<file path="src/rtl/aligner_pipe.sv">
// rtl/aligner_pipe.sv - two-stage FMA addend aligner with valid/ready handshake, flush and tag sideband
module aligner_pipe #(
  parameter int C_EXP  = 8,
  parameter int C_MANT = 23,
  parameter int C_BIAS = 127,
  parameter int TAG_W  = 4,
  localparam int ALIGN_W = 3*C_MANT+5,
  localparam int SFT_OFS = C_MANT+4,
  localparam int EW      = C_EXP+2,
  localparam int MW      = C_MANT+1
) (
  input  logic               Clk_CI,
  input  logic               Rst_RBI,
  input  logic               In_Valid_SI,
  output logic               In_Ready_SO,
  input  logic               Mode_SI,
  input  logic [C_EXP-1:0]   Exp_a_DI,
  input  logic [C_EXP-1:0]   Exp_b_DI,
  input  logic [C_EXP-1:0]   Exp_c_DI,
  input  logic [C_MANT:0]    Mant_a_DI,
  input  logic               Sign_a_DI,
  input  logic               Sign_b_DI,
  input  logic               Sign_c_DI,
  input  logic [TAG_W-1:0]   Tag_DI,
  input  logic               Flush_SI,
  output logic               Out_Valid_SO,
  input  logic               Out_Ready_SI,
  output logic [ALIGN_W:0]   Mant_postalig_DO,
  output logic [EW-1:0]      Exp_postalig_DO,
  output logic               Sign_postalig_DO,
  output logic               Sub_SO,
  output logic               Sign_amt_DO,
  output logic               Sft_stop_SO,
  output logic               Sticky_SO,
  output logic [TAG_W-1:0]   Tag_DO
);

  localparam logic [EW-1:0] BIAS_E  = EW'(C_BIAS);
  localparam logic [EW-1:0] OFS_E   = EW'(SFT_OFS);
  localparam logic [EW-1:0] ALIGN_E = EW'(ALIGN_W);

  // Stage 1 state
  logic              s1_valid_q;
  logic              s1_mode_q, s1_sub_q, s1_sign_amt_q, s1_stop_q;
  logic [EW-1:0]     s1_sft_amt_q, s1_exp_bc_q;
  logic [C_EXP-1:0]  s1_exp_a_q;
  logic [MW-1:0]     s1_mant_a_q;
  logic              s1_sign_a_q, s1_sign_bc_q;
  logic [TAG_W-1:0]  s1_tag_q;

  // Stage 2 state (drives the outputs directly)
  logic              s2_valid_q;
  logic [ALIGN_W:0]  s2_mant_q, s2_mant_d;
  logic [EW-1:0]     s2_exp_q, s2_exp_d;
  logic              s2_sign_q, s2_sign_d;
  logic              s2_sticky_q, s2_sticky_d;
  logic              s2_sub_q, s2_sign_amt_q, s2_stop_q;
  logic [TAG_W-1:0]  s2_tag_q;

  // Handshake: a stage loads when empty or when its content moves on
  logic s2_load, s1_fwd, in_fire;
  assign s2_load     = ~s2_valid_q | Out_Ready_SI;
  assign In_Ready_SO = ~s1_valid_q | s2_load;
  assign in_fire     = In_Valid_SI & In_Ready_SO;
  assign s1_fwd      = s1_valid_q & s2_load;

  // Stage 1 exponent arithmetic, all modulo 2^EW so the MSB carries the sign
  logic [EW-1:0] sum_bc, s1_sft_amt_d, s1_exp_bc_d;
  logic          sign_raw;
  assign sum_bc       = EW'(Exp_b_DI) + EW'(Exp_c_DI);
  assign s1_sft_amt_d = sum_bc - EW'(Exp_a_DI) - BIAS_E + OFS_E;
  assign s1_exp_bc_d  = sum_bc - BIAS_E + OFS_E;
  assign sign_raw     = s1_sft_amt_d[EW-1];

  // Stage 2 shifter: addend placed above ALIGN_W zeros, low MW bits fall out into sticky
  logic [ALIGN_W+MW-1:0] shifted;
  logic [ALIGN_W-1:0]    aligned;
  logic [MW-1:0]         shifted_out;
  assign shifted     = {s1_mant_a_q, {ALIGN_W{1'b0}}} >> s1_sft_amt_q;
  assign aligned     = shifted[ALIGN_W+MW-1:MW];
  assign shifted_out = shifted[MW-1:0];

  // Stage 2 result selection: MUL-only, addend dominates, shifted past range, or normal align
  always_comb begin
    s2_mant_d   = '0;
    s2_sticky_d = 1'b0;
    s2_exp_d    = s1_exp_bc_q;
    s2_sign_d   = s1_sign_bc_q;
    if (s1_mode_q) begin
      s2_mant_d = '0;
    end else if (s1_sign_amt_q) begin
      s2_mant_d = {1'b0, s1_mant_a_q, {(2*C_MANT+4){1'b0}}};
      s2_exp_d  = {2'b00, s1_exp_a_q};
      s2_sign_d = s1_sign_a_q;
    end else if (s1_stop_q) begin
      s2_sticky_d = |s1_mant_a_q;
    end else begin
      s2_mant_d   = s1_sub_q ? {1'b1, ~aligned} : {1'b0, aligned};
      s2_sticky_d = |shifted_out;
    end
  end

  // Stage 1 register: valid follows the input handshake, flush wins over accept
  always_ff @(posedge Clk_CI or negedge Rst_RBI) begin
    if (!Rst_RBI) begin
      s1_valid_q    <= 1'b0;
      s1_mode_q     <= 1'b0;
      s1_sub_q      <= 1'b0;
      s1_sign_amt_q <= 1'b0;
      s1_stop_q     <= 1'b0;
      s1_sft_amt_q  <= '0;
      s1_exp_bc_q   <= '0;
      s1_exp_a_q    <= '0;
      s1_mant_a_q   <= '0;
      s1_sign_a_q   <= 1'b0;
      s1_sign_bc_q  <= 1'b0;
      s1_tag_q      <= '0;
    end else begin
      if (Flush_SI)         s1_valid_q <= 1'b0;
      else if (In_Ready_SO) s1_valid_q <= In_Valid_SI;
      if (in_fire) begin
        s1_mode_q     <= Mode_SI;
        s1_sub_q      <= ~Mode_SI & (Sign_a_DI ^ Sign_b_DI ^ Sign_c_DI);
        s1_sign_amt_q <= ~Mode_SI & sign_raw;
        s1_stop_q     <= ~Mode_SI & ~sign_raw & (s1_sft_amt_d >= ALIGN_E);
        s1_sft_amt_q  <= s1_sft_amt_d;
        s1_exp_bc_q   <= s1_exp_bc_d;
        s1_exp_a_q    <= Exp_a_DI;
        s1_mant_a_q   <= Mant_a_DI;
        s1_sign_a_q   <= Sign_a_DI;
        s1_sign_bc_q  <= Sign_b_DI ^ Sign_c_DI;
        s1_tag_q      <= Tag_DI;
      end
    end
  end

  // Stage 2 register: holds its data while the output is stalled
  always_ff @(posedge Clk_CI or negedge Rst_RBI) begin
    if (!Rst_RBI) begin
      s2_valid_q    <= 1'b0;
      s2_mant_q     <= '0;
      s2_exp_q      <= '0;
      s2_sign_q     <= 1'b0;
      s2_sticky_q   <= 1'b0;
      s2_sub_q      <= 1'b0;
      s2_sign_amt_q <= 1'b0;
      s2_stop_q     <= 1'b0;
      s2_tag_q      <= '0;
    end else begin
      if (Flush_SI)     s2_valid_q <= 1'b0;
      else if (s2_load) s2_valid_q <= s1_valid_q;
      if (s1_fwd) begin
        s2_mant_q     <= s2_mant_d;
        s2_exp_q      <= s2_exp_d;
        s2_sign_q     <= s2_sign_d;
        s2_sticky_q   <= s2_sticky_d;
        s2_sub_q      <= s1_sub_q;
        s2_sign_amt_q <= s1_sign_amt_q;
        s2_stop_q     <= s1_stop_q;
        s2_tag_q      <= s1_tag_q;
      end
    end
  end

  assign Out_Valid_SO     = s2_valid_q;
  assign Mant_postalig_DO = s2_mant_q;
  assign Exp_postalig_DO  = s2_exp_q;
  assign Sign_postalig_DO = s2_sign_q;
  assign Sub_SO           = s2_sub_q;
  assign Sign_amt_DO      = s2_sign_amt_q;
  assign Sft_stop_SO      = s2_stop_q;
  assign Sticky_SO        = s2_sticky_q;
  assign Tag_DO           = s2_tag_q;

endmodule

</file>
<file path="config.mk">
export PLATFORM = sky130hd
export DESIGN_NAME = aligner_pipe
export DESIGN_NICKNAME = d
export VERILOG_FILES = /design/src/rtl/aligner_pipe.sv
export SDC_FILE = /design/constraint.sdc
export NUM_CORES = 1
export LEC_CHECK = 0
export CAP_MARGIN = 25
export CORE_ASPECT_RATIO = 0.8
export CORE_UTILIZATION = 40
export DETAILED_ROUTE_END_ITERATION = 7
export PLACE_DENSITY = 0.64
export SLEW_MARGIN = 25
export SYNTH_ARGS = -nofsm -noshare
export SYNTH_HDL_FRONTEND = slang
export SYNTH_SLANG_ARGS = --single-unit
</file>
<file path="constraint.sdc">
create_clock -name Clk_CI -period 2.4 [get_ports Clk_CI]
set_input_delay 0.48 -clock Clk_CI [delete_from_list [all_inputs] [get_ports Clk_CI]]
set_output_delay 0.48 -clock Clk_CI [all_outputs]
set_load 0.03 [all_outputs]
</file>
After elaboration in Yosys (flattened, before gate mapping)
Index checks and enable logic that the tools add are counted.
{"block": "op_classes", "magnitude_cmp": 1, "n_addsub": 6, "bitwise": 16, "n_mux": 15, "n_reduce_logical": 4, "n_shift": 1}
{"cell": "75-bit two-way mux", "n": 4}
{"cell": "98-bit by 10-bit >> shifter with 98-bit output", "n": 1}
{"cell": "74-bit NOT", "n": 1}
{"cell": "24-bit OR reduction", "n": 2}
{"cell": "10-bit by 5-bit adder with 10-bit output, second input constant", "n": 2}
{"cell": "10-bit two-way mux", "n": 2}
{"cell": "10-bit by 7-bit greater-or-equal comparator with 1-bit output, second input constant", "n": 1}
{"cell": "10-bit by 7-bit subtractor with 10-bit output, second input constant", "n": 1}
{"cell": "9-bit by 7-bit subtractor with 10-bit output, second input constant", "n": 1}
{"cell": "9-bit by 8-bit subtractor with 10-bit output", "n": 1}
{"cell": "8-bit by 8-bit adder with 9-bit output", "n": 1}
{"cell": "1-bit two-way mux", "n": 9}
{"cell": "1-bit AND", "n": 6}
{"cell": "1-bit NOT", "n": 4}
{"cell": "2-bit nonzero test", "n": 2}
{"cell": "1-bit bitwise XOR", "n": 3}
{"cell": "1-bit OR", "n": 2}
{"block": "word_totals", "input_bits": 61, "regBits": 158}

Depth between registers and ports, before layout
{"block": "logic_depth", "word_depth": 7, "depth_mapped": 17, "ltp_nobuf": 17}

Worst setup path before layout
Ideal clock, no wire load.
{"block": "synth_path", "kind": "input -> register", "from": "in Exp_b_DI[0]", "to": "reg s1_stop_q", "slack_ns": -0.857, "arrival_ns": 3.122, "cell_stages": 16, "path_buffers": 0, "t_required_ns": 2.265, "path_cell_list": "ha_1 inv_1 fa_1 xnor2_1 inv_1 ha_1 inv_1 ha_1 a21o_1 a21oi_1 o21bai_1 a21oi_1 o21ai_0 xor2_1 a211oi_1 o41ai_1"}
{"block": "synth_via", "elab_chain_cells": 7, "elab_cells_between_ends": 8, "cone_classes": "add/sub (4); order compare (1); bitwise (3)"}
{"element": "from (decl)", "line_no": "18", "source": "input logic [C_EXP-1:0] Exp_b_DI,"}
{"element": "8-bit by 8-bit adder with 9-bit output *", "line_no": "70", "source": "assign sum_bc = EW'(Exp_b_DI) + EW'(Exp_c_DI);"}
{"element": "9-bit by 8-bit subtractor with 10-bit output *", "line_no": "71", "source": "assign s1_sft_amt_d = sum_bc - EW'(Exp_a_DI) - BIAS_E + OFS_E;"}
{"element": "10-bit by 7-bit subtractor with 10-bit output *", "line_no": "71"}
{"element": "10-bit by 5-bit adder with 10-bit output *", "line_no": "71"}
{"element": "branches (longest 2 deep; another with 10-bit by 7-bit greater-or-equal comparator with 1-bit output)"}
{"element": "1-bit AND *", "line_no": "125", "source": "s1_stop_q <= ~Mode_SI & ~sign_raw & (s1_sft_amt_d >= ALIGN_E);"}
{"element": "to (signal assigned)", "line_no": "125"}
{"element": "to (decl)", "line_no": "44", "source": "logic s1_mode_q, s1_sub_q, s1_sign_amt_q, s1_stop_q;"}
Mark *: on every way between the ends.
A chain may end at the register's enable or synchronous reset.

Worst setup path in the final report
{"block": "layout_path", "from": "in Exp_b_DI[0]", "to": "reg s1_sft_amt_q[7]"}
{"block": "layout_via", "elab_chain_cells": 4}
{"element": "8-bit by 8-bit adder with 9-bit output", "line_no": "70"}
{"element": "9-bit by 8-bit subtractor with 10-bit output", "line_no": "71"}
{"element": "10-bit by 7-bit subtractor with 10-bit output", "line_no": "71"}
{"element": "10-bit by 5-bit adder with 10-bit output", "line_no": "71"}
{"element": "to (signal assigned)", "line_no": "126", "source": "s1_sft_amt_q <= s1_sft_amt_d;"}
{"element": "to (decl)", "line_no": "45", "source": "logic [EW-1:0] s1_sft_amt_q, s1_exp_bc_q;"}
Every way passes these cells.

==> impl_metrics.csv <==
group,metric,value,unit
timing,layout_setup_ws,-504.0,ps
timing,slew_viol_final,0,
placement,place_hpwl,29.96,mm
setup_path,crit_family,"adder cells",
setup_path,critPathLaunchType,"input pin",
cts,clk_latency,450,ps
yosys,yosysTopAreaCell,"dfrtp_1",
cts,htree_num_levels,4,
setup_path,end_kind,"flip-flop",
timing,hold_viol,0,
floorplanning,start_util,40.93,%
cts,cts_tree,"done",
detailed_routing,finalWirelength,42.05,mm
setup_path,r2r_cells,9,
detailed_routing,ant_nets,0,
detailed_routing,met1Wirelength,18.83,mm
layout,final_net_count,1657,
setup_path,r2r_slack,-470,ps
global_routing,grt_antenna_before_repair,0,
flow_run,cap_violations,0,
layout,antenna_cells,0,
timing,slew_headroom,49.27,%
placement,gp_congestion,0.9945,
detailed_routing,route.met3.wl,2.636,mm
setup_path,crit_buf_inv,5,
yosys,synthArstFlopShare,100.0,%
floorplanning,num_io_pins,157,
yosys,syn_nets,1230,
setup_path,required,2730,ps
timing,fmax,0.3444,GHz
global_routing,grt_max_degree,58,
layout,area_growth,70.04,%
timing,period_share,121.0,%
floorplanning,dieArea,26680,µm²
detailed_routing,drc,0,
placement,port_buffers,156,
layout,instances_no_fill,1933,
cts,cts-root-buf,"clkbuf_16",
yosys,synth_area_leaders,"dfrtp_1 38%, xnor2_1 7.1%, nand2_1 6.9%",
outcome,status,"finished with violations",
yosys,post-synth-top-area-fraction,37.97,%
global_routing,grt_usage,31.29,%
setup_path,worstPathCellList,"buf_6 -> ha_4 -> inv_2 -> fa_2 -> nor2b_2 -> o21a_1 -> o21a_1 -> o21ai_2 -> and3_4 -> nor2_4 -> ha_4 -> ha_4 -> buf_4 -> buf_4 -> xnor2_1 -> buf_4 -> mux2_4",
placement,dpl.cell_count,1823,
global_routing,grt_pass1_vias,10770,
power,fin_total_pwr,0.01824,W
yosys,synth_seq_cells,158,
floorplanning,die_h,146.3,µm
timing,rsz0062_at_grt,"true",
setup_path,slowest_delay,260,ps
yosys,yosys_warnings,0,
placement,dpl_worst_slack,-1452,ps
yosys,synth_edf_count,0,
detailed_routing,vias,10830,
cts,cts.clk_slew.worst_paths,70,ps
min_path,whs_endpoint,"s1_exp_bc_q[0]",
detailed_routing,dr_wl_met2,19.21,mm
cts,clk_path_buf_depth,2,
floorplanning,die_w,182.4,µm
yosys,synth_common_cells,"191 x nand2_1, 158 x dfrtp_1, 112 x o21ai_0",
yosys,synth_cell_types,68,
outcome,violations,"setup timing",
yosys,synth_top_flop_cell,"dfrtp_1",
power,p_per_area,1030,nW/µm²
cts,cts-buffers-inserted,17,
yosys,synthCells,1143,
min_path,min_path_cells,4,
detailed_routing,viasPerCell,5.604,
power,vdd.ir_drop.worst,619.6,µV
yosys,ys_seq_area_share,37.97,%
detailed_routing,drtIter0Drc,890,
layout,layout-drive-gt1-share,47.09,%
yosys,syn_avg_cell_area,9.110,µm²
setup_path,startpoint,"Exp_b_DI[0]",
placement,dpl_cell_area,14220,µm²
min_path,hold_start,"Exp_c_DI[0]",
yosys,synth.most_common_cell,"nand2_1",
detailed_routing,wl_per_cell,21.75,µm
timing,period_needed,2904,ps
setup_path,r2r_start,"s1_sft_amt_q[1]",
layout,final_core_util,69.60,%
setup_path,cp.arrival,3230,ps
layout,nFillCells,1891,
floorplanning,core_area,25440,µm²
power,leakage,7.281,nW
setup_path,worstPathMaxFanout,4,
min_path,hold_path_class,"in2reg",
cts,clock-sinks,158,
yosys,syn_area,10410,µm²
global_routing,grt_pass1_wl,63.72,mm
setup_path,cp_slowest_cell,"ha_4",
setup_path,worstReg2RegEnd,"Sticky_SO",
timing,worst_pin_slew,760.9,ps
layout,postLayoutCellArea,17710,µm²
floorplanning,rows,52,
global_routing,overflow,0,
detailed_routing,drtPass1Iterations,5,
setup_path,crit_type,"in2reg",
timing,skew,19.30,ps
timing,setup_violations,71,
detailed_routing,highest_layer,"met4",
==> state kept, by name (all words and copies together), names as in the netlist <==
signal            count
Sign_amt_DO           1
s1_stop_q             1
s1_sft_amt_q         10
Tag_DO                4
Sub_SO                1
Out_Valid_SO          1
s1_valid_q            1
s1_sign_amt_q         1
s1_sign_bc_q          1
Sft_stop_SO           1
s1_exp_a_q            8
Mant_postalig_DO     75
s1_exp_bc_q          10
s1_tag_q              4
s1_mode_q             1
s1_sign_a_q           1
s1_sub_q              1
s1_mant_a_q          24
Exp_postalig_DO      10
Sticky_SO             1
Sign_postalig_DO      1
==> logic make-up after synthesis <==
logic type	count (synthesis)	synth area share (%)
AOI/OAI and AO/OA	270	16.47
xor gates and xnor gates	90	7.570
adders and majority gates	26	3.268
buffers and inverters	114	4.554
DFF	158	37.97
muxes	104	14.00
and+or+nand+nor	381	16.16
==> worst max-delay path by stage <==
stage	depth (start not counted)	slack, ps	to
floorplan	15	-680	s1_stop_q
global placement	16	-1400	s1_sft_amt_q[9]
detailed placement	16	-1450	s1_sft_amt_q[9]
CTS	17	-530	s1_stop_q
global route	11	-590	Sticky_SO
finish	17	-500	s1_sft_amt_q[7]
==> report_power, final <==
group,total [W],internal (W),switching [W],leakage (nW)
sequential,0.00366,0.00316,0.000506,2.00
combinational,0.0115,0.00544,0.00605,4.97
clock,0.00309,0.00191,0.00118,0.314
total,0.0182,0.0105,0.00774,7.28
==> worst reg2reg max path: stages (launching register included) <==
cell       delay (ps)
dfrtp_2           410
clkbuf_16         170
mux4_2            560
mux2i_4           210
buf_4             160
nor2_1            120
o31ai_4           290
or4b_4            510
o41ai_4           230
nand3_1           110
==> routing by layer <==
| metal | up-vias | track usage [%] |
|---|---|---|
| met4 | 0 | 10.55 |
| met3 | 98 | 4.714 |
| li1 | 4912 | - |
| met2 | 460 | 48.24 |
| met1 | 5362 | 44.90 |
| met5 | - | 0 |
==> final cells by class <==
type	count	area [µm²]	area share, %
multi-input cells	871	7958	44.94
repair buffers	494	4578	25.86
flip-flops and latches	158	3959	22.36
clock buffers	19	452.9	2.558
well taps	351	439.2	2.480
clock inverters	12	206.4	1.166
inverters	28	112.6	0.6360
==> cell usage in the layout (no fill, tap or decap), types with 8 or more instances in the layout <==
cell,instances
nand2_1,165
clkbuf_16,18
buf_12,10
nand3_1,10
inv_1,15
buf_6,86
a22oi_2,16
inv_2,9
xnor2_2,26
o21ai_0,30
nor2_2,23
buf_4,239
xnor2_1,56
nor2b_1,9
mux2_4,12
mux4_2,23
mux2_2,41
ha_4,17
nor2_4,12
mux2i_4,9
a31oi_1,10
a21oi_4,8
clkdlybuf4s50_1,144
o21ai_2,15
nand2_2,16
mux2i_1,14
nand2_4,9
nor2_1,47
a21oi_2,16
dfrtp_1,154
o21ai_1,64
a21oi_1,10
==> timing repair <==
item	CTS	global route
resized for setup	373	215
endpoints found under the hold margin	3	0
cloned	1	0
pin swaps	135	169
hold buffers	1	0
buffers inserted	61	52
endpoints found under the setup margin	83	85
==> stage by stage <==
stage / TNS [ps] / hold WS [ps]
floorplan: -4170 / 184.4
CTS: -9512 / 428.2
detailed placement: -31140 / 461.7
global placement: -29710 / 446.6
global route: -19350 / 486.6
finish: -13200 / 454.1
Power figures use the tool's default switching activity.
